[src/rtl/mode_select_fsm_pkg.sv]
// Shared mode constants, per-key debounce state encoding and the MODE step rule
// for the DE10-Lite mode selector.
package mode_select_fsm_pkg;

  localparam logic [1:0] MODE_ARITH   = 2'd0;
  localparam logic [1:0] MODE_LOGIC   = 2'd1;
  localparam logic [1:0] MODE_COMPARE = 2'd2;
  localparam logic [1:0] MODE_MAGIC   = 2'd3;

  typedef enum logic [1:0] {
    IDLE       = 2'd0,
    DB_PRESS   = 2'd1,
    HELD       = 2'd2,
    DB_RELEASE = 2'd3
  } key_state_e;

  // step[0] advances, step[1] goes back, both together force arithmetic mode.
  function automatic logic [1:0] mode_update(input logic [1:0] mode, input logic [1:0] step);
    logic [1:0] nxt;
    case (step)
      2'b01:   nxt = mode + 2'd1;
      2'b10:   nxt = mode - 2'd1;
      2'b11:   nxt = MODE_ARITH;
      default: nxt = mode;
    endcase
    return nxt;
  endfunction

endpackage

[src/rtl/mode_select_fsm_key_debouncer.sv]
// One push button: two-flop synchronizer, press/release debounce FSM and
// hold-to-repeat timer, producing a registered one-cycle step pulse.
module key_debouncer
  import mode_select_fsm_pkg::*;
#(
  parameter int DEBOUNCE_CYCLES = 50000,
  parameter int REPEAT_CYCLES   = 25000000,
  parameter int CNT_W           = 25
) (
  input  logic clk_i,
  input  logic rst_i,
  input  logic key_n_i,
  output logic step_o
);

  localparam logic [CNT_W-1:0] DB_LAST  = CNT_W'(DEBOUNCE_CYCLES - 1);
  localparam logic [CNT_W-1:0] RPT_LAST = CNT_W'((REPEAT_CYCLES == 0) ? 0 : REPEAT_CYCLES - 1);
  localparam bit               RPT_EN   = (REPEAT_CYCLES != 0);

  logic             sync1_q, sync2_q;
  logic             pressed;
  key_state_e       state_q, state_d;
  logic [CNT_W-1:0] cnt_q, cnt_d;
  logic [CNT_W-1:0] rpt_q, rpt_d;
  logic             step_q, step_d;

  assign pressed = ~sync2_q;
  assign step_o  = step_q;

  always_ff @(posedge clk_i) begin
    if (rst_i) begin
      sync1_q <= 1'b1;
      sync2_q <= 1'b1;
      state_q <= IDLE;
      cnt_q   <= '0;
      rpt_q   <= '0;
      step_q  <= 1'b0;
    end else begin
      sync1_q <= key_n_i;
      sync2_q <= sync1_q;
      state_q <= state_d;
      cnt_q   <= cnt_d;
      rpt_q   <= rpt_d;
      step_q  <= step_d;
    end
  end

  always_comb begin
    state_d = state_q;
    cnt_d   = cnt_q;
    rpt_d   = rpt_q;
    case (state_q)
      IDLE: begin
        cnt_d = '0;
        rpt_d = '0;
        if (pressed) begin
          state_d = DB_PRESS;
          cnt_d   = CNT_W'(1);
        end
      end
      DB_PRESS: begin
        if (!pressed) begin
          state_d = IDLE;
          cnt_d   = '0;
        end else if (cnt_q == DB_LAST) begin
          state_d = HELD;
          cnt_d   = '0;
          rpt_d   = '0;
        end else begin
          cnt_d = cnt_q + 1'b1;
        end
      end
      HELD: begin
        if (!pressed) begin
          state_d = DB_RELEASE;
          cnt_d   = CNT_W'(1);
          rpt_d   = '0;
        end else if (RPT_EN) begin
          rpt_d = (rpt_q == RPT_LAST) ? '0 : rpt_q + 1'b1;
        end
      end
      DB_RELEASE: begin
        // A re-press inside the release window is bounce: resume holding without a step.
        if (pressed) begin
          state_d = HELD;
          cnt_d   = '0;
          rpt_d   = '0;
        end else if (cnt_q == DB_LAST) begin
          state_d = IDLE;
          cnt_d   = '0;
        end else begin
          cnt_d = cnt_q + 1'b1;
        end
      end
      default: state_d = IDLE;
    endcase
  end

  always_comb begin
    step_d = 1'b0;
    if (state_q == DB_PRESS && pressed && cnt_q == DB_LAST) begin
      step_d = 1'b1;
    end
    if (RPT_EN && state_q == HELD && pressed && rpt_q == RPT_LAST) begin
      step_d = 1'b1;
    end
  end

endmodule

[src/rtl/mode_select_fsm.sv]
// Debounced KEY-to-MODE selector: two independent key debouncers feed the 2-bit
// MODE register and a one-cycle change strobe.
module mode_select_fsm
  import mode_select_fsm_pkg::*;
#(
  parameter int DEBOUNCE_CYCLES = 50000,
  parameter int REPEAT_CYCLES   = 25000000,
  parameter int CNT_W           = 25
) (
  input  logic       CLK,
  input  logic       RST,
  input  logic [1:0] KEY,
  output logic [1:0] MODE,
  output logic       MODE_CHANGED,
  output logic [1:0] KEY_STEP
);

  logic [1:0] step;
  logic [1:0] mode_q, mode_d;
  logic       changed_q, changed_d;

  for (genvar k = 0; k < 2; k++) begin : g_key
    key_debouncer #(
      .DEBOUNCE_CYCLES(DEBOUNCE_CYCLES),
      .REPEAT_CYCLES  (REPEAT_CYCLES),
      .CNT_W          (CNT_W)
    ) u_deb (
      .clk_i  (CLK),
      .rst_i  (RST),
      .key_n_i(KEY[k]),
      .step_o (step[k])
    );
  end

  always_comb begin
    mode_d    = mode_update(mode_q, step);
    changed_d = (mode_d != mode_q);
  end

  always_ff @(posedge CLK) begin
    if (RST) begin
      mode_q    <= MODE_ARITH;
      changed_q <= 1'b0;
    end else begin
      mode_q    <= mode_d;
      changed_q <= changed_d;
    end
  end

  assign MODE         = mode_q;
  assign MODE_CHANGED = changed_q;
  assign KEY_STEP     = step;

endmodule
[config.mk]
export PLATFORM = sky130hd
export DESIGN_NAME = mode_select_fsm
export DESIGN_NICKNAME = d
export VERILOG_FILES = /design/src/rtl/mode_select_fsm_pkg.sv /design/src/rtl/mode_select_fsm_key_debouncer.sv /design/src/rtl/mode_select_fsm.sv
export SDC_FILE = /design/constraint.sdc
export NUM_CORES = 1
export LEC_CHECK = 0
export ABC_AREA = 1
export CORE_MARGIN = 2
export CORE_UTILIZATION = 51
export DETAILED_ROUTE_END_ITERATION = 12
export PLACE_DENSITY = 0.78
export SYNTH_ARGS = -nofsm -noshare
export SYNTH_HDL_FRONTEND = slang
export SYNTH_SLANG_ARGS = --single-unit
[constraint.sdc]
create_clock -name CLK -period 1.6 [get_ports CLK]
set_input_delay 0.32 -clock CLK [delete_from_list [all_inputs] [get_ports CLK]]
set_output_delay 0.32 -clock CLK [all_outputs]
set_load 0.05 [all_outputs]
# Yosys cells after proc, flatten, opt, wreduce, memory -nomap -nowiden
# Index checks and enable logic that the tools add are counted.
[classes]
mux = 43
reduce_logical = 14
bitwise = 2
n_eq_ne = 28
addsub = 6
[ops]
columns = ["op", "count"]
rows = [
  ["$mux W25", 18],
  ["$pmux W25 S4", 4],
  ["$add A25 B1 Y25 const B", 4],
  ["$eq A25 B16 Y1 const B", 2],
  ["$eq A25 B25 Y1 const B", 2],
  ["$mux W2", 12],
  ["$pmux W2 S4", 2],
  ["$eq A2 B2 Y1 const B", 6],
  ["$ne A2 B2 Y1 const B", 6],
  ["$logic_and A1 B1 Y1", 8],
  ["$ne A2 B1 Y1 const B", 4],
  ["$reduce_and A4 Y1", 2],
  ["$eq A2 B1 Y1 const B", 3],
  ["$mux W1", 6],
  ["$ne A3 B1 Y1 const B", 2],
  ["$ne A3 B3 Y1 const B", 2],
  ["$pmux W2 S3", 1],
  ["$reduce_and A3 Y1", 2],
  ["$logic_not A2 Y1", 2],
  ["$add A2 B1 Y2 const B", 1],
  ["$ne A2 B2 Y1", 1],
  ["$not A1 Y1", 2],
  ["$sub A2 B1 Y2 const B", 1],
]
[totals]
output_inout_bits = 5
reg_bits = 113
inputBits = 4
wordCells = 107

# Logic depth before layout (Yosys ltp)
[logic_depth]
ltp_word = 5
depth_mapped = 12
mapped_depth_nobuf = 12

# Hierarchy
# Synthesis repeated with hierarchy kept, for this count alone.
[hier_totals]
hier_cells = 1020
hier_area_um2 = 6597.6
[by_module_without_submodules]
columns = ["mod", "seq_area_each_um2", "instances", "cells_each", "area_each_um2"]
rows = [
  ["key_debouncer", 1101.1, 2, 497, 3213.1],
  ["mode_select_fsm", 60.1, 1, 26, 171.4],
]

# Least setup slack after synthesis
# No wires, ideal clock.
[synth_timing]
path_type = "register to register"
from = "register g_key[0].u_deb.rpt_q[0]"
to = "register g_key[0].u_deb.rpt_q[21]"
setup_ns = 0.118
path_slack_ns = -0.005
period_less_slack_ns = 1.605
stages_incl_launch_ff = 11
arrival_time_ns = 1.487
path_buffers = 0
required_time_ns = 1.482
path_cell_list = "dfxtp_1 > ha_1 > nand3_1 > nor2_1 > nand2_1 > nor2_1 > nand2_1 > nand2_1 > nand3_1 > nand2_2 > nor2_1"
[synth_via]
elab_chain_len = 4
elab_cells_between_ends = 5
classes_between = "add/sub (1); eq/ne (1); mux (3)"
[synth_rtl]
columns = ["item", "line", "rtl"]
rows = [
  ["from (decl)", "mode_select_fsm_key_debouncer.sv:24", "logic [CNT_W-1:0] rpt_q, rpt_d;"],
  ["from (signal assigned)", "mode_select_fsm_key_debouncer.sv:43", "rpt_q <= rpt_d;"],
  ["$add A25 B1 Y25 / $eq A25 B25 Y1 (equally long branches)", "mode_select_fsm_key_debouncer.sv:79", "rpt_d = (rpt_q == RPT_LAST) ? '0 : rpt_q + 1'b1;"],
  ["$mux W25 (*)", "mode_select_fsm_key_debouncer.sv:79", ""],
  ["$mux W25 (*)", "mode_select_fsm_key_debouncer.sv:74", "if (!pressed) begin"],
  ["$pmux W25 S4 (*)", "mode_select_fsm_key_debouncer.sv:52", "case (state_q)"],
]
# Every way passes the cells marked *; elsewhere a longest branch is shown, timed or not.
# A chain may end at the register's enable or synchronous reset.

# Worst setup path in the final report
[layout_timing]
from = "register g_key[1].u_deb.cnt_q[15]"
to = "register g_key[1].u_deb.rpt_q[10]"
[layout_via]
elab_chain_len = 3
[layout_rtl]
columns = ["item", "line", "rtl"]
rows = [
  ["from (decl)", "mode_select_fsm_key_debouncer.sv:23", "logic [CNT_W-1:0] cnt_q, cnt_d;"],
  ["from (signal assigned)", "mode_select_fsm_key_debouncer.sv:42", "cnt_q <= cnt_d;"],
  ["$eq A25 B16 Y1", "mode_select_fsm_key_debouncer.sv:65", "end else if (cnt_q == DB_LAST) begin"],
  ["$ne A2 B1 Y1 (no line)", "n/a", ""],
  ["$reduce_and A3 Y1 (no line)", "n/a", ""],
  ["to (signal assigned)", "mode_select_fsm_key_debouncer.sv:43", ""],
  ["to (decl)", "mode_select_fsm_key_debouncer.sv:24", ""],
]
# Every way passes these cells.

==> metrics <==
unrepaired setup endpoints after global routing=yes; worst setup slack after layout=-67.2 ps; arrival time worst endpoint=1980 ps; core utilization of the finished layout=0.708; cell row count=41; crit path cell chain=nand2_1 > inv_1 > nand2_1 > nor2_4 > nand3_4 > buf_6 > nand2_4 > nand2_8 > clkbuf_16 > nand2_1 > a21oi_1; die outline area=14,100 µm²; post-DR wirelength/cell=between 15 and 20 µm; mux cell area share after synthesis=0; Avg Inst Size Synth=about 6.3 µm²; power density over the cells=820 nW/µm²; number of inserted filler cells in the final layout=roughly 950; switching part of the total=0.246; top-level I/O count=9; number of enable flip-flop cells after synthesis=0; Seq/Total Area, Yosys=0.337; f_max=between 0.5 and 0.6 GHz; CTS Root Buffer Type=sky130_fd_sc_hd__clkbuf_16; effective utilization at floorplan=0.528; final-report setup violation count=38; HPWL after detailed placement=about 12 mm; Routed Antenna Nets=0; clock-pin slew of the registers on the worst-case setup and hold paths=60 ps; Worst Skew=11.4 ps; critical path class=reg -> reg; clock tree from TritonCTS=yes; Die Ht=119 µm; CTS sink count=113; top cells by area in the synthesized netlist=sky130_fd_sc_hd__dfxtp_1 (34%), sky130_fd_sc_hd__nand2_1 (15%), sky130_fd_sc_hd__nor2_1 (11%), sky130_fd_sc_hd__inv_1 (6.9%), sky130_fd_sc_hd__nand3_1 (5.7%); slowest stage cell on the critical path=sky130_fd_sc_hd__dfxtp_1; number of DRC violations after detailed routing=0; simple-gate share of the synthesized area=0.450; Chip Width=119 µm; count of cell types in the netlist=44; routability congestion estimate=0.973; Hold Buf Count CTS=0; total buffers and inverters traversed by the critical path=3; worst relative slew slack=0.662; First DRT Iteration DRCs=726; FF+latch count, synth=113; post-synthesis xor/xnor area fraction=0.0313; clock buffer count from CTS=17; sort of element at the start of the critical path=flop; VDD IR max=0.701 mV; Async SR Flop Fraction=0; synthesized instance count=around 1,100; hold violation count in the final report=0; most frequently used flop master after synthesis=sky130_fd_sc_hd__dfxtp_1; Final Hold Slack=359 ps; proportion of power drawn by the clock network=0.504; post-route fraction of the period consumed by the critical path=1.04; combinational family with the most area after synthesis=simple AND/OR/NAND/NOR gates; layout overhead on the synthesized area=34.1%; failing checks=setup timing; switching power=0.00182 W; Post-Syn Area=6720 µm²; global-route wire length before repair=30.1 mm; Max Slew Vio Count=0; endpoint kind of the worst setup timing path=flop; fraction of post-synthesis cell area in the top cell type by area=0.337; adder and majority cell fraction of the synthesized area=0.0112; Clock Path Buffers=2; gr usage total=0.257; number of synthesis warnings=0; CP most frequent cell=sky130_fd_sc_hd__nand2_1; leakage power=about 3.5 nW; Crit Path Max Fanout=7; syn nets=1,080; diode count=0; total of max-cap violations=0; Gate power share=0.106; largest net degree at the start of global routing=32; Vias=7,640; run status=finished, violations left; critical path's largest stage delay=360 ps; share of total power in sequential cells=0.390; shortest clock period the worst path allows after layout=1670 ps; Required @ worst endpoint=around 1900 ps; number of optimization iterations in the first detailed-route pass=6; final global-route overflow total=0; number of port buffers=8; largest delay contributor family on the critical path=simple AND/OR/NAND/NOR gates; cell type contributing the most total cell area after synthesis=sky130_fd_sc_hd__dfxtp_1; synthesized-area fraction occupied by ao, oa, aoi and oai cells=0.0745; number of levels in the clock H-tree=4; vias in the first global route=6,678; count of nets after finishing=1,189; via density per instance=5.60; internal power=0.00557 W; wire length after detailed routing=between 20 and 25 mm; class of the tightest hold or removal check=in -> reg; share of layout cells above drive strength 1=0.274; Placeable Area=12,700 µm²; clock insertion delay at the later pin of the skew report=430 ps; antenna violations before repair=0; worst slew pin tran=506 ps
## synthesized netlist by cell type (6+ instances only)
| library cell | instances |
|---|---|
| sky130_fd_sc_hd__nand4_1 | 53 |
| sky130_fd_sc_hd__nand2_1 | 276 |
| sky130_fd_sc_hd__dfxtp_1 | 113 |
| sky130_fd_sc_hd__inv_2 | 6 |
| sky130_fd_sc_hd__nor2_1 | 190 |
| sky130_fd_sc_hd__inv_1 | 124 |
| sky130_fd_sc_hd__buf_2 | 8 |
| sky130_fd_sc_hd__ha_1 | 6 |
| sky130_fd_sc_hd__a21oi_1 | 48 |
| sky130_fd_sc_hd__or2_2 | 14 |
| sky130_fd_sc_hd__nand3_1 | 77 |
| sky130_fd_sc_hd__xor2_1 | 21 |
| sky130_fd_sc_hd__clkbuf_1 | 10 |
| sky130_fd_sc_hd__o21ai_0 | 17 |
| sky130_fd_sc_hd__nand2_2 | 12 |
| sky130_fd_sc_hd__nor3_1 | 33 |
## layer usage
metal  global-route usage  share of wire  vias up
li1                     -              -     3667
met1                0.330           0.41     3517
met2                0.417           0.48      361
met3               0.0483          0.074       95
met4                0.115          0.042        0
met5                    0              0        -
## what timing repair did
item / CTS / global route
pin swaps: 15 / 40
gates cloned: 1 / 6
buffers inserted: 10 / 11
setup endpoints to repair: 59 / 103
gates resized for setup: 31 / 153
## final cells by class
| type | instances | area (µm²) | area share |
|---|---|---|---|
| clock inverter | 4 | 45.0 | 0.00500 |
| timing repair buffer | 116 | 1060 | 0.117 |
| inverter | 130 | 490 | 0.0544 |
| tap | 172 | 215 | 0.0239 |
| clock buffer | 28 | 537 | 0.0596 |
| multi-input combinational | 801 | 4360 | 0.484 |
| sequential | 113 | 2300 | 0.256 |
## worst register-to-register path: cells and delay by family, from the launching register on
kind,cells,cell delay [ps]
and+or+nand+nor,7,730
AOI/OAI and AO/OA,1,60
buffers and inverters,3,410
DFF,1,360
## power by group through the flow
stage / clock [W] / sequential (W) / combinational [W]
3_3_place_gp: 0 / 0.00293 / 0.000529
4_1_cts: 0.00372 / 0.00287 / 0.000620
5_1_grt: 0.00388 / 0.00288 / 0.000822
2_1_floorplan: 0 / 0.00293 / 0.000358
6_report: 0.00373 / 0.00288 / 0.000781
3_5_place_dp: 0 / 0.00293 / 0.000534
## stage by stage
step,power [W],instance area [µm²],setup WS (ps),setup TNS [ps],cells
6_report,0.00739,9010,-67.2,-984,1364
2_1_floorplan,0.00329,6720,14.5,0,1070
5_1_grt,0.00758,9010,-129,-4530,1364
3_5_place_dp,0.00346,7560,-47.9,-1100,1306
3_3_place_gp,0.00346,7560,-13.3,-79.9,1306
4_1_cts,0.00721,8340,-64.3,-279,1349
## cell usage in the layout, fill, tap and decap left out, drive strengths merged
master	n
o22ai	2
nor3b	7
nor3	35
dfxtp	113
and3	4
clkinv	3
clkbuf	31
and2	1
nand2	290
nor4	1
nand3	80
nand3b	1
o21bai	5
nand4	54
nor2	195
or2	15
inv	130
o21a	2
bufinv	1
o21ai	20
a31o	1
ha	6
a21oi	50
xnor2	3
xor2	21
buf	111
a31oi	4
clkdlybuf4s50	2
o211a	1
o2111ai	3
## worst paths after layout
path	from	end	slack [ps]	cells past startpoint
max reg2reg	g_key[1].u_deb.cnt_q[15]	g_key[1].u_deb.rpt_q[10]	-70	11
min	RST	g_key[1].u_deb.state_q[0]	360	4
min reg2reg	g_key[0].u_deb.sync1_q	g_key[0].u_deb.sync2_q	410	1
max	g_key[1].u_deb.cnt_q[15]	g_key[1].u_deb.rpt_q[10]	-70	11
## registers in the layout, summed over array words and instances, names as in the netlist, named ones only
register             count
MODE_CHANGED             1
g_key.u_deb.sync2_q      2
g_key.u_deb.sync1_q      2
g_key.u_deb.state_q      2
g_key.u_deb.rpt_q       50
g_key.u_deb.cnt_q       50
MODE                     2
g_key.u_deb.step_o       2
## logic make-up (layout without fill, tap and decap cells)
logic type / count (synthesis) / in the layout
simple gates: 681 / 683
buf+inv: 158 / 278
flops: 113 / 113
compound gates: 88 / 88
xor+xnor: 24 / 24
fa+ha+maj: 6 / 6
(Power assumes the default switching activity.)
